**config.mk**
```make
export PLATFORM = sky130hd
export DESIGN_NAME = obstacle_scheduler
export DESIGN_NICKNAME = d
export VERILOG_FILES = /design/src/rtl/game_pkg.sv /design/src/rtl/tick_prescaler.sv /design/src/rtl/obstacle_scheduler.sv
export SDC_FILE = /design/constraint.sdc
export NUM_CORES = 1
export LEC_CHECK = 0
export CAP_MARGIN = 30
export CORE_MARGIN = 3
export CORE_UTILIZATION = 61
export CTS_BUF_LIST = sky130_fd_sc_hd__clkbuf_8 sky130_fd_sc_hd__clkbuf_16
export DETAILED_ROUTE_END_ITERATION = 16
export GPL_ROUTABILITY_DRIVEN = 0
export MAX_ROUTING_LAYER = met4
export PLACE_DENSITY = 0.8
export RECOVER_POWER = 50
export SYNTH_ARGS = -nofsm -noshare
export SYNTH_HDL_FRONTEND = slang
export SYNTH_SLANG_ARGS = --single-unit
```
**constraint.sdc**
```tcl
create_clock -name Clk -period 5.3 [get_ports Clk]
set_input_delay 1.59 -clock Clk [delete_from_list [all_inputs] [get_ports Clk]]
set_output_delay 1.59 -clock Clk [all_outputs]
set_load 0.05 [all_outputs]
```
**src/rtl/game_pkg.sv**
```systemverilog
// ----------------------------------------------------------------------------
// Module : game_pkg
// Shared state encoding, LFSR taps and lane helpers for the obstacle sequencer.
// Rev    : 1.0
// ----------------------------------------------------------------------------
`default_nettype none

package game_pkg;

  typedef enum logic [2:0] {
    ST_IDLE   = 3'd0,
    ST_WARN   = 3'd1,
    ST_ACTIVE = 3'd2,
    ST_GAP    = 3'd3,
    ST_OVER   = 3'd4
  } state_t;

  // x^8 + x^6 + x^5 + x^4 + 1 as taps on bits 7, 5, 4, 3 of a left shifter
  localparam logic [7:0] LFSR_TAPS = 8'b1011_1000;
  localparam logic [6:0] ALL_LANES = 7'b0101010;

  function automatic logic [7:0] lfsr_next(input logic [7:0] v);
    return {v[6:0], ^(v & LFSR_TAPS)};
  endfunction

  function automatic logic [1:0] lane_from_lfsr(input logic [7:0] v);
    return (v[1:0] == 2'd3) ? 2'd1 : v[1:0];
  endfunction

  function automatic logic [6:0] lane_bit(input logic [1:0] lane);
    return 7'd1 << {lane, 1'b1};
  endfunction

endpackage

`default_nettype wire

```
**src/rtl/tick_prescaler.sv**
```systemverilog
// ----------------------------------------------------------------------------
// Module : tick_prescaler
// Divides the clock down to a one-cycle game tick; parked at zero while idle.
// Rev    : 1.0
// ----------------------------------------------------------------------------
`default_nettype none

module tick_prescaler #(
  parameter int TICK_DIV = 25000000
) (
  input  logic Clk,
  input  logic Clr,
  input  logic en,
  input  logic clr_cnt,
  output logic tick
);

  localparam int CW = (TICK_DIV > 1) ? $clog2(TICK_DIV) : 1;
  localparam logic [CW-1:0] C_LAST = CW'(TICK_DIV - 1);

  logic [CW-1:0] r_cnt;

  always_ff @(posedge Clk or posedge Clr) begin
    if (Clr) begin
      r_cnt <= '0;
    end else if (!en || clr_cnt) begin
      r_cnt <= '0;
    end else if (r_cnt == C_LAST) begin
      r_cnt <= '0;
    end else begin
      r_cnt <= r_cnt + 1'b1;
    end
  end

  assign tick = en && (r_cnt == C_LAST);

endmodule

`default_nettype wire

```
**src/rtl/obstacle_scheduler.sv**
```systemverilog
// ----------------------------------------------------------------------------
// Module : obstacle_scheduler
// Round sequencer: blink a random lane, hold it solid, score or take a life.
// Rev    : 1.0
// ----------------------------------------------------------------------------
`default_nettype none

module obstacle_scheduler
  import game_pkg::*;
#(
  parameter int         TICK_DIV     = 25000000,
  parameter int         WARN_TICKS   = 2,
  parameter int         ACTIVE_TICKS = 3,
  parameter int         GAP_TICKS    = 1,
  parameter int         LIVES        = 3,
  parameter logic [7:0] LFSR_SEED    = 8'hA5
) (
  input  logic       Clk,
  input  logic       Clr,
  input  logic       Start,
  input  logic [6:0] Player,
  output logic [6:0] obstacle,
  output logic       hit,
  output logic [7:0] score,
  output logic [1:0] lives,
  output logic       game_over,
  output logic       tick
);

  localparam logic [7:0] C_WARN_LAST   = 8'(WARN_TICKS - 1);
  localparam logic [7:0] C_ACTIVE_LAST = 8'(ACTIVE_TICKS - 1);
  localparam logic [7:0] C_GAP_LAST    = 8'(GAP_TICKS - 1);
  localparam logic [1:0] C_LIVES       = 2'(LIVES);

  state_t     r_state;
  state_t     w_next;
  logic [7:0] r_lfsr;
  logic [1:0] r_lane;
  logic       r_blink;
  logic       r_hit_flag;
  logic       r_hit;
  logic [7:0] r_score;
  logic [1:0] r_lives;
  logic [7:0] r_tcnt;

  logic       w_en;
  logic       w_start_acc;
  logic       w_tick;
  logic       w_phase_done;
  logic       w_collision;
  logic [6:0] w_obstacle;

  assign w_en        = (r_state == ST_WARN) || (r_state == ST_ACTIVE) || (r_state == ST_GAP);
  assign w_start_acc = Start && ((r_state == ST_IDLE) || (r_state == ST_OVER));

  tick_prescaler #(
    .TICK_DIV (TICK_DIV)
  ) u_prescaler (
    .Clk     (Clk),
    .Clr     (Clr),
    .en      (w_en),
    .clr_cnt (w_start_acc),
    .tick    (w_tick)
  );

  always_ff @(posedge Clk or posedge Clr) begin
    if (Clr) begin
      r_state <= ST_IDLE;
    end else begin
      r_state <= w_next;
    end
  end

  always_comb begin
    w_next       = r_state;
    w_obstacle   = '0;
    w_collision  = 1'b0;
    w_phase_done = 1'b0;
    case (r_state)
      ST_IDLE: begin
        if (w_start_acc) w_next = ST_WARN;
      end
      ST_WARN: begin
        w_obstacle   = r_blink ? lane_bit(r_lane) : 7'd0;
        w_phase_done = w_tick && (r_tcnt == C_WARN_LAST);
        if (w_phase_done) w_next = ST_ACTIVE;
      end
      ST_ACTIVE: begin
        w_obstacle   = lane_bit(r_lane);
        w_collision  = Player[{r_lane, 1'b0}] && !r_hit_flag;
        w_phase_done = w_tick && (r_tcnt == C_ACTIVE_LAST);
        // Losing the last life wins over the end-of-round transition
        if (w_collision && (r_lives == 2'd1)) w_next = ST_OVER;
        else if (w_phase_done)                 w_next = ST_GAP;
      end
      ST_GAP: begin
        w_phase_done = w_tick && (r_tcnt == C_GAP_LAST);
        if (w_phase_done) w_next = ST_WARN;
      end
      ST_OVER: begin
        w_obstacle = ALL_LANES;
        if (w_start_acc) w_next = ST_WARN;
      end
      default: w_next = ST_IDLE;
    endcase
  end

  always_ff @(posedge Clk or posedge Clr) begin
    if (Clr) begin
      r_lfsr     <= LFSR_SEED;
      r_lane     <= '0;
      r_blink    <= 1'b0;
      r_hit_flag <= 1'b0;
      r_hit      <= 1'b0;
      r_score    <= '0;
      r_lives    <= C_LIVES;
      r_tcnt     <= '0;
    end else begin
      r_lfsr <= lfsr_next(r_lfsr);
      r_hit  <= w_collision;
      if (w_start_acc) begin
        r_lives    <= C_LIVES;
        r_score    <= '0;
        r_lane     <= lane_from_lfsr(r_lfsr);
        r_hit_flag <= 1'b0;
        r_blink    <= 1'b1;
        r_tcnt     <= '0;
      end else begin
        if (w_tick) r_tcnt <= w_phase_done ? 8'd0 : r_tcnt + 8'd1;
        if ((r_state == ST_WARN) && w_tick) r_blink <= ~r_blink;
        if (w_collision) begin
          r_lives    <= r_lives - 2'd1;
          r_hit_flag <= 1'b1;
        end
        if ((r_state == ST_ACTIVE) && w_phase_done && !r_hit_flag && !w_collision
            && (r_score != 8'hFF)) begin
          r_score <= r_score + 8'd1;
        end
        if ((r_state == ST_GAP) && w_phase_done) begin
          r_lane     <= lane_from_lfsr(r_lfsr);
          r_hit_flag <= 1'b0;
          r_blink    <= 1'b1;
        end
      end
    end
  end

  assign obstacle  = w_obstacle;
  assign hit       = r_hit;
  assign score     = r_score;
  assign lives     = r_lives;
  assign game_over = (r_state == ST_OVER);
  assign tick      = w_tick;

endmodule

`default_nettype wire

```
**Word level (Yosys, flattened, before mapping)**

Index checks and enable logic that the tools add are counted.

- Flip-flop bits (word level): 59
- Input bits: 10
- Output and inout port bits: 20
- Word-level logic and storage cells: 92

- Add/sub/neg operators: 4
- Magnitude comparators: 1
- Eq/ne operators: 14
- Shift operators: 1
- Mux-type cells: 30
- Bitwise gates (word level): 1
- Reductions and logical operators: 31

Operators by type and width:

| cell | count |
|---|---|
| two-way mux 25 bit | 2 |
| two-way mux 8 bit | 5 |
| adder 25 x 1 -> 25 bit, second input constant | 1 |
| equality test 25 bit, second input constant | 1 |
| one-hot mux 7 bit (3 select lines) | 1 |
| adder 8 x 1 -> 8 bit, second input constant | 2 |
| two-way mux 3 bit | 5 |
| logical AND 1 bit | 13 |
| one-hot mux 3 bit (4 select lines) | 1 |
| two-way mux 2 bit | 5 |
| equality test 8 x 1 -> 1 bit, second input constant | 1 |
| equality test 8 x 2 -> 1 bit, second input constant | 1 |
| zero test 8 bit | 1 |
| two-way mux 1 bit | 8 |
| inequality test 8 bit, second input constant | 1 |
| nonzero test 2 bit | 4 |
| parity 8 bit | 1 |
| two-way mux 7 bit | 1 |
| left shift 1 x 3 -> 7 bit, first input constant | 1 |
| equality test 3 x 2 -> 1 bit, second input constant | 2 |
| inequality test 2 x 1 -> 1 bit, second input constant | 3 |
| nonzero test 3 bit | 2 |
| logical OR 1 bit | 4 |
| < comparator 3 x 4 -> 1 bit, second input constant | 1 |
| other kinds (13) | 15 |

**Logic depth before layout (Yosys ltp)**

Gate-level depths: netlist of the first run.

- Word-level depth: 12
- Mapped depth: 8
- Depth with buffers taken out: 7

**Modules after synthesis**

From an unflattened synthesis of the first run, not the netlist that was laid out.

- Cells, all modules: 309
- Area total of the unflattened synthesis: 3100.5 um2

Modules (own cells, without submodules):

| module | times used | cells an instance | area each (um2) | sequential area each (um2) |
|---|---|---|---|---|
| obstacle_scheduler | 1 | 170 | 1770.4 | 858.3 |
| tick_prescaler | 1 | 139 | 1330.0 | 625.6 |

**Least setup slack after synthesis of the first run**

OpenSTA, ideal clock, no wires.

- Kind: flip-flop to output port
- From: register u_prescaler.r_cnt[0]
- To: output tick
- Arrival: 2168 ps
- Required time: 3710 ps
- Path slack: 1542 ps
- Cell stages (with the launch flop): 5
- Path buffers: 0
- Cells stage by stage: dfrtp_1 ha_1 nand2_1 or3_1 nor3_1

- Longest elaborated chain between the ends: 2

Ends and longest elaborated chain:

| element | line | text |
|---|---|---|
| from (decl) | tick_prescaler.sv:21 | `logic [CW-1:0] r_cnt;` |
| from (signal assigned) | tick_prescaler.sv:31 | `r_cnt <= r_cnt + 1'b1;` |
| equality test 25 bit | tick_prescaler.sv:35 | `assign tick = en && (r_cnt == C_LAST);` |
| logical AND 1 bit | tick_prescaler.sv:35 |  |
| to (decl) | obstacle_scheduler.sv:27 | `output logic tick` |

No other way between the ends.

**Worst setup path after layout of the first run**

Same ends and word-level chain as after synthesis.

==> qor.yml, run 1 <==
timing:
  fin_crit_ns: 4.211
  whs_ns: 0.3600
  period_share_pct: 79.45
  fmax_mhz: 237.5
  rsz0062_at_grt: "no"
  finalSetupViolations: 0
  hold_violations: 0
  fin_skew_ns: 0.01346
  finalSetupTns_ns: 0
  worst_slew_pin_slew_ns: 1.732
  drv_slew: 34
  slew_headroom_pct: -15.47
routing:
  via_count: 2403
  ant_nets: 0
  drt-vias-per-instance: 5.776
  drtIter0Drc: 155
  routed_wl_um: 6007
  drtPass1Iterations: 5
  avgRoutedWirePerCell_um: 14.44
  drc: 0
clock_tree:
  cts_setup_buffers: 0
  cts_tree: "done"
  clock_path_buffers: 2
  cts-root-buf: "clkbuf_8"
  post_cts_resized: 0
  htreeDepth: 3
  ctsHoldBuffers: 0
  worstSkewPairLatency_ns: 0.33
  clkTransAtPathRegs_ns: 0.06
  cts_buffers: 9
  clkSinkCount: 59
synthesis:
  ys.flop_type: "dfrtp_1"
  seq_area_frac_synth_pct: 47.16
  synth.distinct_cells: 59
  synth_xor_area_share_pct: 8.072
  synth.most_common_cell: "dfrtp_1"
  synth_area_leaders: "dfrtp_1, xor2_1, dfstp_2"
  synth_edf_count: 0
  synth_mux_area_share_pct: 3.340
  synth_top_family_by_area: "simple AND/OR/NAND/NOR gates"
  synth_top_area_share_pct: 42.15
  synth_cells: 322
  yosys-top-cells-count: "dfrtp_1, nor2_1, nand2_1"
  synth-adder-area-share_pct: 2.783
  synthSimpleGateAreaFrac_pct: 25.81
  synth_compound_area_share_pct: 9.105
  async_flop_share_pct: 100.0
  avgSynthCellArea_sq_um: 9.773
  synth_area_sq_um: 3147
  ys_ff_latch: 59
  synth_warnings: 0
  yosys.area.top_type: "dfrtp_1"
grt:
  grt_usage_pct: 22.55
  grt_pass1_wl_um: 10540
  grt_overflow: 0
  grt_antenna_before_repair: 0
  grt_pass1_vias: 2251
  grt_max_degree: 34
status:
  failed_checks: "max-capacitance violations, max-slew violations"
  status: "finished, violations left"
critical_path:
  crit_required_ns: 3.71
  worst_path_max_delay_cell: "clkdlybuf4s50_1"
  cp.arrival_ns: 2.62
  end_kind: "primary output"
  crit_type: "flop to primary output"
  slowest_delay_ns: 0.87
  cp_cell_sequence: "ha_1 > nand2_1 > or3_1 > nor3_1 > clkdlybuf4s50_1"
  critPathLaunchType: "flop"
  crit_fanout: 5
die:
  coreArea_sq_um: 4848
  die_area_sq_um: 6057
  die_h_um: 77.83
  io_pins: 30
  die_w_um: 77.83
  rows: 25
  initial_utilization_pct: 64.90
power_and_ir_drop:
  power_frac_seq_pct: 54.3
  power_frac_clock_pct: 41.8
  leakagePower_uw: 0.001599
  internal_power_uw: 650.0
  cellPowerDensity_nw_per_um2: 234.7
  combPwrFrac_pct: 3.8
  swShare_pct: 22.24
  ir_drop_uv: 185.4
  power.switching_uw: 185.9
finish:
  fin_area_sq_um: 3561
  syn_to_final_growth_pct: 13.16
  n_antenna_cell: 0
  drive_above_1_share_pct: 8.023
  final_net_count: 361
  nFillCells: 347
placement:
  placed_area_sq_um: 3397
  dp_hpwl_um: 4170
  portBuffers: 22
hold_path:
  hold_path_class: "flop to flop"
job:
  max_cap_viol_count: 1
placed cells by master (no fill, tap or decap), types with 6 or more instances in the layout:
cell | Yosys | final
a21oi_1 | 7 | 7
and3_1 | 12 | 12
clkbuf_8 | 0 | 11
clkdlybuf4s50_1 | 0 | 21
dfrtp_1 | 53 | 53
ha_1 | 7 | 7
inv_1 | 11 | 14
nand2_1 | 26 | 26
nand2b_1 | 7 | 7
nand3_1 | 21 | 21
nand4_1 | 6 | 6
nor2_1 | 36 | 36
nor3_1 | 8 | 9
o21ai_1 | 6 | 6
xnor2_1 | 7 | 7
xor2_1 | 22 | 22
path summary, 6_finish.rpt:
path / from / to / slack [ns] / cells after the start
min: r_lfsr[6] / r_lfsr[7] / 0.36 / 0
max reg2reg: u_prescaler.r_cnt[0] / score[7] / 2.22 / 6
max: u_prescaler.r_cnt[0] / tick / 1.09 / 5
min reg2reg: r_lfsr[6] / r_lfsr[7] / 0.36 / 0
max in group asynchronous: Clr / r_tcnt[3] / 1.23 / 3
min in group asynchronous: Clr / score[3] / 1.93 / 2
power by group through the flow:
| stage | sequential, uW | clock (uW) | combinational, uW |
|---|---|---|---|
| 3_3_place_gp | 462 | 0 | 32.8 |
| 3_5_place_dp | 462 | 0 | 33.6 |
| 4_1_cts | 454 | 358 | 33.5 |
| 5_1_grt | 454 | 379 | 35.6 |
| 6_report | 454 | 350 | 32.1 |
| 2_1_floorplan | 464 | 0 | 22.7 |
logic make-up after synthesis:
group	Yosys count
AO/OA/AOI/OAI	42
buffers and inverters	26
adder cells (fa/ha/maj)	7
multiplexers	8
flip-flops	59
XOR/XNOR	29
AND/OR/NAND/NOR	150
other	1
layer usage:
layer / part of all wire (%) / global-route usage (%) / vias to the layer above
li1: - / - / 1180
met1: 48 / 31.50 / 1158
met2: 47 / 33.05 / 58
met3: 4.2 / 3.828 / 7
met4: 1.0 / 8.541 / 0
met5: 0 / - / -
critical path: cells and delay by family, from the launching register on:
kind,cells,cell delay [ns]
adder cells (fa/ha/maj),1,0.24
flip-flops,1,0.40
buffers and inverters,1,0.87
AND/OR/NAND/NOR,3,0.79
cell type report:
class | instances | area, sq um | area share [%]
sequential | 59 | 1484 | 41.67
clock buffer | 11 | 151.4 | 4.252
inverter | 11 | 41.29 | 1.160
multi-input combinational | 240 | 1555 | 43.68
timing repair buffer | 23 | 224.0 | 6.290
tap | 67 | 83.83 | 2.354
clock inverter | 5 | 21.27 | 0.5973
through the flow:
stage | instances | total power [uW] | util [%] | setup slack, ns
CTS | 416 | 845.7 | 73.63 | 1.068
floorplan | 325 | 486.9 | - | 1.542
global placement | 400 | 495.1 | 70.06 | 1.403
detailed placement | 400 | 495.8 | 70.06 | 1.409
global route | 416 | 869.1 | 73.45 | 0.7214
finish | 416 | 835.9 | 73.45 | 1.089
state kept, by name (all words and copies together), names as in the netlist:
signal             cells
score                  8
r_state                3
r_tcnt                 8
lives                  2
r_lfsr                 8
r_hit_flag             1
r_lane                 2
u_prescaler.r_cnt     25
hit                    1
r_blink                1
Power figures use the tool's default switching activity.
==> run 2: changes to the inputs <==
--- a/config.mk
+++ b/config.mk
@@ -7,12 +7,12 @@
 export LEC_CHECK = 0
 export CAP_MARGIN = 30
 export CORE_MARGIN = 3
-export CORE_UTILIZATION = 61
+export CORE_UTILIZATION = 57
 export CTS_BUF_LIST = sky130_fd_sc_hd__clkbuf_8 sky130_fd_sc_hd__clkbuf_16
 export DETAILED_ROUTE_END_ITERATION = 16
 export GPL_ROUTABILITY_DRIVEN = 0
 export MAX_ROUTING_LAYER = met4
-export PLACE_DENSITY = 0.8
+export PLACE_DENSITY = 0.75
 export RECOVER_POWER = 50
 export SYNTH_ARGS = -nofsm -noshare
 export SYNTH_HDL_FRONTEND = slang
==> constraint.sdc (replaced) <==
create_clock -name Clk -period 4 [get_ports Clk]
set_input_delay 1.2 -clock Clk [delete_from_list [all_inputs] [get_ports Clk]]
set_output_delay 1.2 -clock Clk [all_outputs]
set_load 0.05 [all_outputs]
==> qor.yml, run 2 (synthesized netlist as in run 1, its figures left out) <==
critical_path:
  crit_fanout: 13
  end_kind: "primary output"
  cp.arrival_ns: 2.36
  ff2ff_path_depth: 6
  rrSetupSlack_ns: 1.44
  critPathLaunchType: "flop"
  r2r-start: "u_prescaler.r_cnt[0]"
  crit_type: "flop to primary output"
  crit_required_ns: 2.80
  r2r-end: "u_prescaler.r_cnt[18]"
power_and_ir_drop:
  power_frac_seq_pct: 51.0
  swShare_pct: 21.57
  ir_drop_uv: 213.6
  power.switching_uw: 254.6
  leakagePower_uw: 0.001632
  cellPowerDensity_nw_per_um2: 327.3
  power_frac_clock_pct: 45.4
  internal_power_uw: 925.6
  combPwrFrac_pct: 3.6
hold_path:
  hold_path_class: "flop to flop"
  whs_endpoint: "r_lfsr[7]"
  holdPathStages: 0
  min_from: "r_lfsr[6]"
clock_tree:
  clock_path_buffers: 2
  clkSinkCount: 59
  cts_tree: "done"
  clkTransAtPathRegs_ns: 0.06
  htreeDepth: 3
  worstSkewPairLatency_ns: 0.34
  cts_buffers: 9
  cts-root-buf: "clkbuf_8"
timing:
  fin_skew_ns: 0.01297
  finalSetupTns_ns: 0
  worst_slew_pin_slew_ns: 1.414
  fmax_mhz: 281.1
  period_share_pct: 88.94
  rsz0062_at_grt: "no"
  drv_slew: 0
  slew_headroom_pct: 5.703
  finalSetupViolations: 0
  fin_crit_ns: 3.558
  whs_ns: 0.3731
  hold_violations: 0
die:
  die_area_sq_um: 6448
  io_pins: 30
  die_h_um: 80.30
  initial_utilization_pct: 60.08
  coreArea_sq_um: 5238
  die_w_um: 80.30
  rows: 26
grt:
  grt_usage_pct: 22.22
  grt_overflow: 0
  grt_max_degree: 60
  grt_antenna_before_repair: 0
  grt_pass1_wl_um: 10680
  grt_pass1_vias: 2296
finish:
  largest-register: "u_prescaler.r_cnt"
  finish.utilization_pct: 68.85
  syn_to_final_growth_pct: 14.59
  final_net_count: 362
  final_cell_mix: "dfrtp_1, nor2_1, nand2_1"
  layout_commonest_cell: "dfrtp_1"
  largest_reg_flops: 25
  nFillCells: 409
  drive_above_1_share_pct: 8.571
  n_antenna_cell: 0
placement:
  portBuffers: 22
  dp_hpwl_um: 4119
routing:
  drc: 0
  drtPass1Iterations: 4
  via_count: 2369
  drt-vias-per-instance: 5.640
  avgRoutedWirePerCell_um: 14.57
  drtIter0Drc: 159
  ant_nets: 0
  routed_wl_um: 6120
status:
  status: "finished, final reports clean"
job:
  max_cap_viol_count: 0
==> run 2: worst max-delay path by stage <==
stage                                     from     endpoint  slack, ns  cells past startpoint
after CTS                 u_prescaler.r_cnt[0]         tick       0.12                      5
after global placement    u_prescaler.r_cnt[0]         tick       0.50                      5
after detailed placement  u_prescaler.r_cnt[0]         tick       0.50                      5
final                               r_state[0]  obstacle[1]       0.44                      4
after global routing                r_state[0]  obstacle[1]       0.23                      4
after floorplan           u_prescaler.r_cnt[0]         tick       0.63                      4
==> run 2: routing by layer <==
metal	global-route usage, %	up-vias	share of wire, %
li1	-	1179	-
met1	31.02	1127	50
met2	30.79	55	45
met3	4.372	8	4.2
met4	11.32	0	1.2
met5	-	-	0
==> run 2: power by group through the flow <==
stage	Clock, uW	Combinational (uW)	Sequential (uW)
2_1_floorplan	0	30.0	615
5_1_grt	569	47.3	602
6_report	536	42.5	602
3_3_place_gp	0	43.6	613
3_5_place_dp	0	44.5	613
4_1_cts	546	44.5	602
==> run 2: repair_timing <==
item | in CTS | in global routing
hold buffers | 0 | 0
setup buffers | 0 | 0
gates resized for setup | 0 | 1
endpoints found under the setup margin | 0 | 1
==> run 2: stage by stage <==
stage | total power (uW) | worst slack (ns) | instances | instance area (sq um)
finish | 1180 | 0.4423 | 420 | 3606
global route | 1218 | 0.2265 | 420 | 3606
CTS | 1192 | 0.1171 | 420 | 3606
detailed placement | 657.1 | 0.5012 | 404 | 3408
global placement | 656.2 | 0.4972 | 404 | 3408
floorplan | 645.1 | 0.6316 | 325 | 3158
==> run 2: final cells by class <==
| cell class | instances | area, sq um | share of cell area, % |
|---|---|---|---|
| timing repair buffer | 24 | 235.2 | 6.523 |
| clock inverter | 5 | 46.29 | 1.284 |
| tap | 70 | 87.58 | 2.429 |
| inverter | 11 | 41.29 | 1.145 |
| multi-input combinational | 240 | 1560 | 43.27 |
| clock buffer | 11 | 151.4 | 4.198 |
| sequential | 59 | 1484 | 41.15 |
==> run 2: worst max-delay path, cell delays in order (launching register included) <==
cell,delay [ns]
dfrtp_1,0.52
nand2b_1,0.27
a21o_1,0.21
o31ai_1,0.19
clkdlybuf4s50_1,0.84
==> run 3: changes to the inputs <==
--- a/config.mk
+++ b/config.mk
@@ -6,6 +6,7 @@
 export NUM_CORES = 1
 export LEC_CHECK = 0
 export CAP_MARGIN = 30
+export CORE_ASPECT_RATIO = 1.5
 export CORE_MARGIN = 3
 export CORE_UTILIZATION = 57
 export CTS_BUF_LIST = sky130_fd_sc_hd__clkbuf_8 sky130_fd_sc_hd__clkbuf_16
==> qor.yml, run 3 (synthesized netlist as in run 1, its figures left out) <==
timing:
  fmax_mhz: 278.7
  drv_slew: 0
  fin_crit_ns: 3.588
  rsz0062_at_grt: "no"
  fin_skew_ns: 0.01027
  period_share_pct: 89.69
  finalSetupViolations: 0
  finalSetupTns_ns: 0
  hold_violations: 0
  slew_headroom_pct: 4.653
  worst_slew_pin_slew_ns: 1.430
finish:
  final_net_count: 361
  drive_above_1_share_pct: 9.169
  finish.utilization_pct: 68.49
  largest_reg_flops: 25
  largest-register: "u_prescaler.r_cnt"
  final_cell_mix: "dfrtp_1, nor2_1, nand2_1"
  layout_commonest_cell: "dfrtp_1"
  n_antenna_cell: 0
  syn_to_final_growth_pct: 14.16
critical_path:
  crit_fanout: 13
  end_kind: "primary output"
  crit_required_ns: 2.80
  crit_type: "flop to primary output"
  cp.arrival_ns: 2.39
  critPathLaunchType: "flop"
grt:
  grt_pass1_vias: 2409
  grt_pass1_wl_um: 11210
  grt_max_degree: 60
  grt_antenna_before_repair: 0
  grt_overflow: 0
  grt_usage_pct: 23.14
routing:
  ant_nets: 0
  routed_wl_um: 6440
  drtPass1Iterations: 5
  via_count: 2427
  drc: 0
  drtIter0Drc: 91
  drt-vias-per-instance: 5.820
  avgRoutedWirePerCell_um: 15.44
power_and_ir_drop:
  ir_drop_uv: 266.4
  power_uw: 1169
  leakagePower_uw: 0.001619
  cellPowerDensity_nw_per_um2: 325.4
placement:
  portBuffers: 22
  dp_hpwl_um: 4433
die:
  initial_utilization_pct: 60.00
  die_h_um: 97
  io_pins: 30
  coreArea_sq_um: 5245
  die_w_um: 66.67
  die_area_sq_um: 6467
  rows: 32
job:
  max_cap_viol_count: 0
clock_tree:
  clkSinkCount: 59
  clock_path_buffers: 2
  worstSkewPairLatency_ns: 0.35
  cts_tree: "done"
  ctsHoldBuffers: 0
  htreeDepth: 3
  cts-root-buf: "clkbuf_8"
  clkTransAtPathRegs_ns: 0.07
  cts_buffers: 9
status:
  status: "finished, final reports clean"
hold_path:
  hold_path_class: "flop to flop"
run 3: cell count changes in the layout (fill, tap and decap cells not counted):
cell / delta
clkbuf_8: -2
buf_4: -1
clkinv_2: +1
clkinv_4: +3
inv_1: -2
dfstp_1: -1
dfstp_2: +1
run 3: critical path: stages (launching register included):
cell             delay, ns
dfrtp_1               0.52
nand2b_1              0.28
a21o_1                0.22
o31ai_1               0.19
clkdlybuf4s50_1       0.83
run 3: worst paths after layout:
check | start | endpoint | slack (ns) | cells after the start
max in group asynchronous | Clr | u_prescaler.r_cnt[18] | 1.36 | 3
min in group asynchronous | Clr | u_prescaler.r_cnt[6] | 1.77 | 3
hold / removal | r_lfsr[6] | r_lfsr[7] | 0.37 | 0
setup / recovery | r_state[0] | obstacle[1] | 0.41 | 4
setup reg to reg | u_prescaler.r_cnt[0] | score[7] | 1.32 | 6
hold reg to reg | r_lfsr[6] | r_lfsr[7] | 0.37 | 0
run 3: stage by stage:
step | cells | hold slack (ns) | instance area [sq um] | setup slack [ns]
floorplan | 325 | 0.3330 | 3158 | 0.6316
global placement | 401 | 0.3351 | 3398 | 0.5161
detailed placement | 401 | 0.3614 | 3398 | 0.4306
CTS | 417 | 0.3737 | 3592 | 0.1235
global route | 417 | 0.3789 | 3592 | 0.2281
finish | 417 | 0.3693 | 3592 | 0.4122
run 3: cell type report:
type / count / area, sq um
Multi-Input combinational cell: 240 / 1560
Timing Repair Buffer: 23 / 227.7
Sequential cell: 59 / 1484
Clock buffer: 9 / 123.9
Inverter: 11 / 41.29
Fill cell: 451 / 1653
Tap cell: 68 / 85.08
Clock inverter: 7 / 70.07
run 3: what timing repair did:
item / CTS / global route
resized for setup: 0 / 1
setup buffers: 0 / 0
setup endpoints to repair: 0 / 1
endpoints found under the hold margin: 0 / 0
run 3: power by group:
part	switching, uW	internal, uW	total, uW
combinational	30.3	12.5	42.8
sequential	2.50	599	602
clock	239	286	525
total	272	897	1170
run 3: metal layers:
| layer | GRT usage [%] | vias to the layer above | wire (um) |
|---|---|---|---|
| met5 | - | - | 0 |
| met4 | 7.668 | 0 | 125 |
| met3 | 5.691 | 12 | 267 |
| met2 | 37.92 | 50 | 3403 |
| met1 | 27.42 | 1186 | 2644 |
| li1 | - | 1179 | - |
